--- src/rtl/apb_cmd_master.sv ---
// apb_cmd_master
// Single-outstanding APB4 requester. Commands arrive on a valid/ready
// channel, are run through the APB SETUP and ACCESS phases, and complete
// on a valid/ready response channel. If the slave never raises pready,
// a programmable timeout counter aborts the access.
//
// Ports
//   clk, rst            clock (rising edge), asynchronous active-low reset
//   cmd_*               command channel (valid/ready); write, addr, wdata,
//                       strb, prot
//   rsp_*               response channel (valid/ready); rdata, slverr,
//                       timeout
//   m_apb_*             APB4 requester port
//   dbg_state           current FSM state (IDLE=0, SETUP=1, ACCESS=2, RESP=3)
//
// Handshake rule for both channels: a transfer happens on a rising edge
// where valid and ready are both 1. A producer holds valid and its payload
// stable until that edge. cmd_ready is 1 only in IDLE. rsp_valid and the
// rsp_* fields stay constant until rsp_ready is seen.
module apb_cmd_master #(
  parameter int REGWIDTH   = 32,
  parameter int ADDR_WIDTH = 7,
  parameter int TIMEOUT    = 16
) (
  input  logic                    clk,
  input  logic                    rst,
  input  logic                    cmd_valid,
  output logic                    cmd_ready,
  input  logic                    cmd_write,
  input  logic [ADDR_WIDTH-1:0]   cmd_addr,
  input  logic [REGWIDTH-1:0]     cmd_wdata,
  input  logic [REGWIDTH/8-1:0]   cmd_strb,
  input  logic [2:0]              cmd_prot,
  output logic                    rsp_valid,
  input  logic                    rsp_ready,
  output logic [REGWIDTH-1:0]     rsp_rdata,
  output logic                    rsp_slverr,
  output logic                    rsp_timeout,
  output logic                    m_apb_psel,
  output logic                    m_apb_penable,
  output logic                    m_apb_pwrite,
  output logic [2:0]              m_apb_pprot,
  output logic [ADDR_WIDTH-1:0]   m_apb_paddr,
  output logic [REGWIDTH-1:0]     m_apb_pwdata,
  output logic [REGWIDTH/8-1:0]   m_apb_pstrb,
  input  logic                    m_apb_pready,
  input  logic [REGWIDTH-1:0]     m_apb_prdata,
  input  logic                    m_apb_pslverr,
  output logic [1:0]              dbg_state
);

  localparam int STRB_W = REGWIDTH / 8;
  localparam int CNT_W  = (TIMEOUT > 0) ? $clog2(TIMEOUT + 1) : 1;
  localparam bit TO_EN  = (TIMEOUT != 0);
  // Counter value during the last ACCESS cycle allowed before the abort.
  localparam logic [CNT_W-1:0] CNT_LAST = TO_EN ? CNT_W'(TIMEOUT - 1) : '0;
  localparam logic [CNT_W-1:0] CNT_MAX  = '1;

  typedef enum logic [1:0] {
    IDLE   = 2'd0,
    SETUP  = 2'd1,
    ACCESS = 2'd2,
    RESP   = 2'd3
  } state_t;

  state_t                state_q, state_d;
  logic                  cmd_ready_q, cmd_ready_d;
  logic                  psel_q, psel_d;
  logic                  penable_q, penable_d;
  logic                  pwrite_q, pwrite_d;
  logic [2:0]            pprot_q, pprot_d;
  logic [ADDR_WIDTH-1:0] paddr_q, paddr_d;
  logic [REGWIDTH-1:0]   pwdata_q, pwdata_d;
  logic [STRB_W-1:0]     pstrb_q, pstrb_d;
  logic                  rsp_valid_q, rsp_valid_d;
  logic [REGWIDTH-1:0]   rsp_rdata_q, rsp_rdata_d;
  logic                  rsp_slverr_q, rsp_slverr_d;
  logic                  rsp_timeout_q, rsp_timeout_d;
  logic [CNT_W-1:0]      cnt_q, cnt_d;

  always_comb begin
    state_d       = state_q;
    psel_d        = psel_q;
    penable_d     = penable_q;
    pwrite_d      = pwrite_q;
    pprot_d       = pprot_q;
    paddr_d       = paddr_q;
    pwdata_d      = pwdata_q;
    pstrb_d       = pstrb_q;
    rsp_valid_d   = rsp_valid_q;
    rsp_rdata_d   = rsp_rdata_q;
    rsp_slverr_d  = rsp_slverr_q;
    rsp_timeout_d = rsp_timeout_q;
    cnt_d         = cnt_q;

    unique case (state_q)
      IDLE: begin
        // cmd_ready_q is 0 right after reset release, so this also
        // blocks acceptance until the block is really ready.
        if (cmd_valid && cmd_ready_q) begin
          paddr_d   = cmd_addr;
          pwrite_d  = cmd_write;
          pprot_d   = cmd_prot;
          pwdata_d  = cmd_write ? cmd_wdata : '0;
          pstrb_d   = cmd_write ? cmd_strb  : '0;
          psel_d    = 1'b1;
          penable_d = 1'b0;
          state_d   = SETUP;
        end
      end
      SETUP: begin
        penable_d = 1'b1;
        cnt_d     = '0;
        state_d   = ACCESS;
      end
      ACCESS: begin
        if (m_apb_pready) begin
          // pready takes priority over a timeout on the same edge.
          rsp_rdata_d   = pwrite_q ? '0 : m_apb_prdata;
          rsp_slverr_d  = m_apb_pslverr;
          rsp_timeout_d = 1'b0;
          rsp_valid_d   = 1'b1;
          psel_d        = 1'b0;
          penable_d     = 1'b0;
          state_d       = RESP;
        end else if (TO_EN && (cnt_q == CNT_LAST)) begin
          rsp_rdata_d   = '0;
          rsp_slverr_d  = 1'b1;
          rsp_timeout_d = 1'b1;
          rsp_valid_d   = 1'b1;
          psel_d        = 1'b0;
          penable_d     = 1'b0;
          cnt_d         = cnt_q + CNT_W'(1);
          state_d       = RESP;
        end else if (cnt_q != CNT_MAX) begin
          // Saturates, so a disabled timeout never wraps back to zero.
          cnt_d = cnt_q + CNT_W'(1);
        end
      end
      RESP: begin
        if (rsp_ready) begin
          rsp_valid_d = 1'b0;
          state_d     = IDLE;
        end
      end
      default: state_d = IDLE;
    endcase

    // Registered, so cmd_ready follows the state with no combinational path.
    cmd_ready_d = (state_d == IDLE);
  end

  always_ff @(posedge clk or negedge rst) begin
    if (!rst) begin
      state_q       <= IDLE;
      cmd_ready_q   <= 1'b0;
      psel_q        <= 1'b0;
      penable_q     <= 1'b0;
      pwrite_q      <= 1'b0;
      pprot_q       <= '0;
      paddr_q       <= '0;
      pwdata_q      <= '0;
      pstrb_q       <= '0;
      rsp_valid_q   <= 1'b0;
      rsp_rdata_q   <= '0;
      rsp_slverr_q  <= 1'b0;
      rsp_timeout_q <= 1'b0;
      cnt_q         <= '0;
    end else begin
      state_q       <= state_d;
      cmd_ready_q   <= cmd_ready_d;
      psel_q        <= psel_d;
      penable_q     <= penable_d;
      pwrite_q      <= pwrite_d;
      pprot_q       <= pprot_d;
      paddr_q       <= paddr_d;
      pwdata_q      <= pwdata_d;
      pstrb_q       <= pstrb_d;
      rsp_valid_q   <= rsp_valid_d;
      rsp_rdata_q   <= rsp_rdata_d;
      rsp_slverr_q  <= rsp_slverr_d;
      rsp_timeout_q <= rsp_timeout_d;
      cnt_q         <= cnt_d;
    end
  end

  assign cmd_ready     = cmd_ready_q;
  assign rsp_valid     = rsp_valid_q;
  assign rsp_rdata     = rsp_rdata_q;
  assign rsp_slverr    = rsp_slverr_q;
  assign rsp_timeout   = rsp_timeout_q;
  assign m_apb_psel    = psel_q;
  assign m_apb_penable = penable_q;
  assign m_apb_pwrite  = pwrite_q;
  assign m_apb_pprot   = pprot_q;
  assign m_apb_paddr   = paddr_q;
  assign m_apb_pwdata  = pwdata_q;
  assign m_apb_pstrb   = pstrb_q;
  assign dbg_state     = state_q;

endmodule

--- config.mk ---
export PLATFORM = sky130hd
export DESIGN_NAME = apb_cmd_master
export DESIGN_NICKNAME = d
export VERILOG_FILES = /design/src/rtl/apb_cmd_master.sv
export SDC_FILE = /design/constraint.sdc
export NUM_CORES = 1
export LEC_CHECK = 0
export BUFFER_PORTS_ARGS = -buffer_cell sky130_fd_sc_hd__buf_2
export CORE_MARGIN = 1
export CORE_UTILIZATION = 45
export DETAILED_ROUTE_END_ITERATION = 7
export PLACE_DENSITY = 0.78
export SETUP_SLACK_MARGIN = 0.15
export SLEW_MARGIN = 40
export SYNTH_ARGS = -nofsm -noshare
export SYNTH_HDL_FRONTEND = slang
export SYNTH_SLANG_ARGS = --single-unit
--- constraint.sdc ---
create_clock -name clk -period 2.2 [get_ports clk]
set_input_delay 0.33 -clock clk [delete_from_list [all_inputs] [get_ports clk]]
set_output_delay 0.33 -clock clk [all_outputs]
set_load 0.005 [all_outputs]
==> Implementation_results.wiki <==
{| class="wikitable"
! Metric !! Value
|-
| Run status || finished clean
|-
| Syn_nets || 403
|-
| Relative area change from synthesis to final layout || 31.1%
|-
| Arrival time at the worst endpoint || 2130 ps
|-
| Number of nets in the layout || 574
|-
| Clock-pin slew on the worst setup and hold paths || 90 ps
|-
| Finish-stage setup viols || 0
|-
| Horizontal extent of the die || 92.1 um
|-
| Worst vdd ir || 0.000510 V
|-
| Setup crit end kind || flip-flop
|-
| Fmax || 542 MHz
|-
| Largest fanout on the critical path || 5
|-
| Proportion of synthesized chip area in sequential cells || 0.631
|-
| Total of flip-flops plus latches after synthesis || 92
|-
| Average wire per cell in the routed design || 14.5 um
|-
| Number of inserted diodes || 0
|-
| TritonCTS clock tree || done
|-
| H-Tree Depth || 3
|-
| Total number of placement rows || 32
|-
| Total wirelength of the detailed-routed design || 8580 um
|-
| Share of final-layout standard cells stronger than drive strength 1 || 0.434
|-
| Y dimension of the die || 92.1 um
|-
| Standby leakage power || 2.59 nW
|-
| Post-route clock period utilization || 0.838
|-
| Yosys warning total || 0
|-
| Antenna violation net count after detailed routing || 0
|-
| Number of DRC markers after the initial detailed-route iteration || 84
|-
| Number of search-and-repair iterations in the first detailed-routing pass || 4
|-
| Slew at the pin with the worst max-slew slack || 639 ps
|-
| Power per Cell Area || 1240 nW/um^2
|-
| Area share of the leading cell type in the synthesized netlist || 0.631
|-
| HPWL after detailed placement || 6220 um
|-
| Max-cap violation count || 0
|-
| Insertion delay of the later-clocked pin in the worst-skew pair || 340 ps
|-
| Most repeated cell in the gate-level netlist after synthesis || sky130_fd_sc_hd__dfrtp_1
|-
| Overall track demand over capacity in global routing || 0.211
|-
| Final worst slack || 356 ps
|-
| Total via count in the routed design || 3024
|-
| Final hold slack || 191 ps
|-
| Count of input and output buffers || 171
|-
| Synth cell types || 29
|-
| Path category of the worst min-delay check || input port to flip-flop
|-
| Global-route wire length before repair || 14000 um
|-
| Number of global-route vias before repair || 2946
|-
| Total Neg Setup Slack || 0 ps
|-
| Final cell count without fillers || 593
|-
| Sum of overflow across all layers after global routing || 0
|-
| Number of antenna violations at the first check in global routing || 0
|-
| Pin count of the biggest net entering global routing || 54
|-
| Number of buffers created by CTS || 9
|-
| Crit Path Class || flip-flop to flip-flop
|-
| Minimum setup slack after placement || 397 ps
|-
| Post-Syn Area || 3650 um^2
|-
| Post-route clock skew || 6.16 ps
|-
| Number of I/O pins || 172
|-
| Die area || 8480 um^2
|-
| Async SR Flop Fraction || 1.00
|-
| Total power || 5.94 mW
|-
| Critical path required time || 2490 ps
|-
| Final number of hold-violating endpoints || 0
|-
| Effective utilization at floorplan || 0.470
|-
| Total placed cells including tap cells || 576
|-
| Main synth FF type || sky130_fd_sc_hd__dfrtp_1
|-
| Slew Limit Fails || 0
|-
| Biggest area consumer among synthesized cells || sky130_fd_sc_hd__dfrtp_1
|-
| Post-layout minimum cycle time || 1840 ps
|-
| Final GP Congestion || 0.772
|-
| Via density || 5.10
|-
| Synth Instances || 315
|-
| Library cell used as clock root buffer || sky130_fd_sc_hd__clkbuf_8
|-
| Most instantiated cells after synthesis || sky130_fd_sc_hd__dfrtp_1, sky130_fd_sc_hd__nand2_1, sky130_fd_sc_hd__o21ai_0
|-
| Placeable core region || 7770 um^2
|-
| Top cells by area in the synthesized netlist || sky130_fd_sc_hd__dfrtp_1, sky130_fd_sc_hd__a22o_1, sky130_fd_sc_hd__nand2_1, sky130_fd_sc_hd__o21ai_0, sky130_fd_sc_hd__mux2_4
|-
| Headroom to the max-slew limit || 0.574
|-
| Residual DRC || 0
|-
| EDFF count, synth || 0
|-
| Unrepaired setup endpoints after global routing || no
|-
| Critical path startpoint category || flip-flop
|-
| Bufs on Longest Clock Path || 2
|-
| Avg Cell Area, Syn || 11.6 um^2
|-
| CTS sink cnt || 92
|}
[per-stage QoR]
step / cell area [um^2] / util
5_1_grt: 4780 / 0.616
4_1_cts: 4780 / 0.616
2_1_floorplan: 3650 / -
6_report: 4780 / 0.616
3_5_place_dp: 4600 / 0.592
3_3_place_gp: 4600 / 0.592
[worst max-delay path, stage by stage, from the launching register on]
cell	delay (ps)
sky130_fd_sc_hd__dfrtp_1	430
sky130_fd_sc_hd__ha_1	240
sky130_fd_sc_hd__and3_1	200
sky130_fd_sc_hd__ha_1	200
sky130_fd_sc_hd__or3_1	350
sky130_fd_sc_hd__o21ai_0	200
sky130_fd_sc_hd__a22o_1	170
[layer usage]
metal  vias up  track usage  routed length [um]
li1       1425            -                   -
met1      1445        0.270                3700
met2       145        0.342                4000
met3         9       0.0597                 768
met4         0       0.0742                 107
met5         -            0                   0
[flip-flops by register name (all words and copies together) (netlist names), 2 cells and up]
name and flops:
cnt_q 5, dbg_state 2, m_apb_paddr 7, m_apb_pprot 3, m_apb_pstrb 4, m_apb_pwdata 32
rsp_rdata 32
[final timing paths]
check                            startpoint                to  slack, ps  depth (start not counted)
max                                cnt_q[0]          cnt_q[1]        360                          6
min                        m_apb_prdata[10]     rsp_rdata[10]        190                          2
max reg2reg                        cnt_q[0]          cnt_q[1]        360                          6
min reg2reg                       rsp_valid         rsp_valid        480                          2
max in group asynchronous               rst  m_apb_pwdata[30]       1050                          3
min in group asynchronous               rst     rsp_rdata[30]        500                          2
[cell usage in the layout (no fill, tap or decap), types with 3 or more instances in the layout]
master                       instances
sky130_fd_sc_hd__o21ai_0            39
sky130_fd_sc_hd__a21oi_1             3
sky130_fd_sc_hd__inv_1               6
sky130_fd_sc_hd__dfrtp_1            92
sky130_fd_sc_hd__and3_1              3
sky130_fd_sc_hd__mux2_2              6
sky130_fd_sc_hd__ha_1                3
sky130_fd_sc_hd__clkbuf_8            9
sky130_fd_sc_hd__nand2_1            78
sky130_fd_sc_hd__clkinv_4            3
sky130_fd_sc_hd__buf_2             170
sky130_fd_sc_hd__clkinvlp_4          3
sky130_fd_sc_hd__a22o_1             35
sky130_fd_sc_hd__mux2_4              6
sky130_fd_sc_hd__buf_4              11
[kinds of logic after synthesis]
group | after synthesis | share of synthesized area
buffers and inverters | 29 | 0.0442
adders and majority gates | 3 | 0.0103
muxes | 12 | 0.0432
AOI/OAI and AO/OA | 87 | 0.162
and+or+nand+nor | 92 | 0.109
DFF | 92 | 0.631
[layout make-up]
| type | instances | area [um^2] |
|---|---|---|
| fillers | 670 | 2980 |
| clock buffers | 9 | 124 |
| well taps | 102 | 128 |
| clock inverters | 7 | 53.8 |
| multi-input cells | 194 | 1190 |
| flip-flops and latches | 92 | 2300 |
| repair buffers | 183 | 963 |
| inverters | 6 | 22.5 |
[power by group]
| part | switching [mW] | total (mW) | internal [mW] | leakage, nW |
|---|---|---|---|---|
| Clock | 0.597 | 1.01 | 0.414 | 0.0814 |
| Combinational | 0.988 | 2.12 | 1.13 | 1.33 |
| Sequential | 0.404 | 2.81 | 2.41 | 1.18 |
| Total | 1.99 | 5.94 | 3.95 | 2.59 |
[timing repair]
| item | CTS | global route |
|---|---|---|
| hold endpoints to repair | 39 | 0 |
| buffers inserted | 0 | 0 |
| resized for setup | 0 | 0 |
| hold buffers | 1 | 0 |
Power figures use the tool's default switching activity.
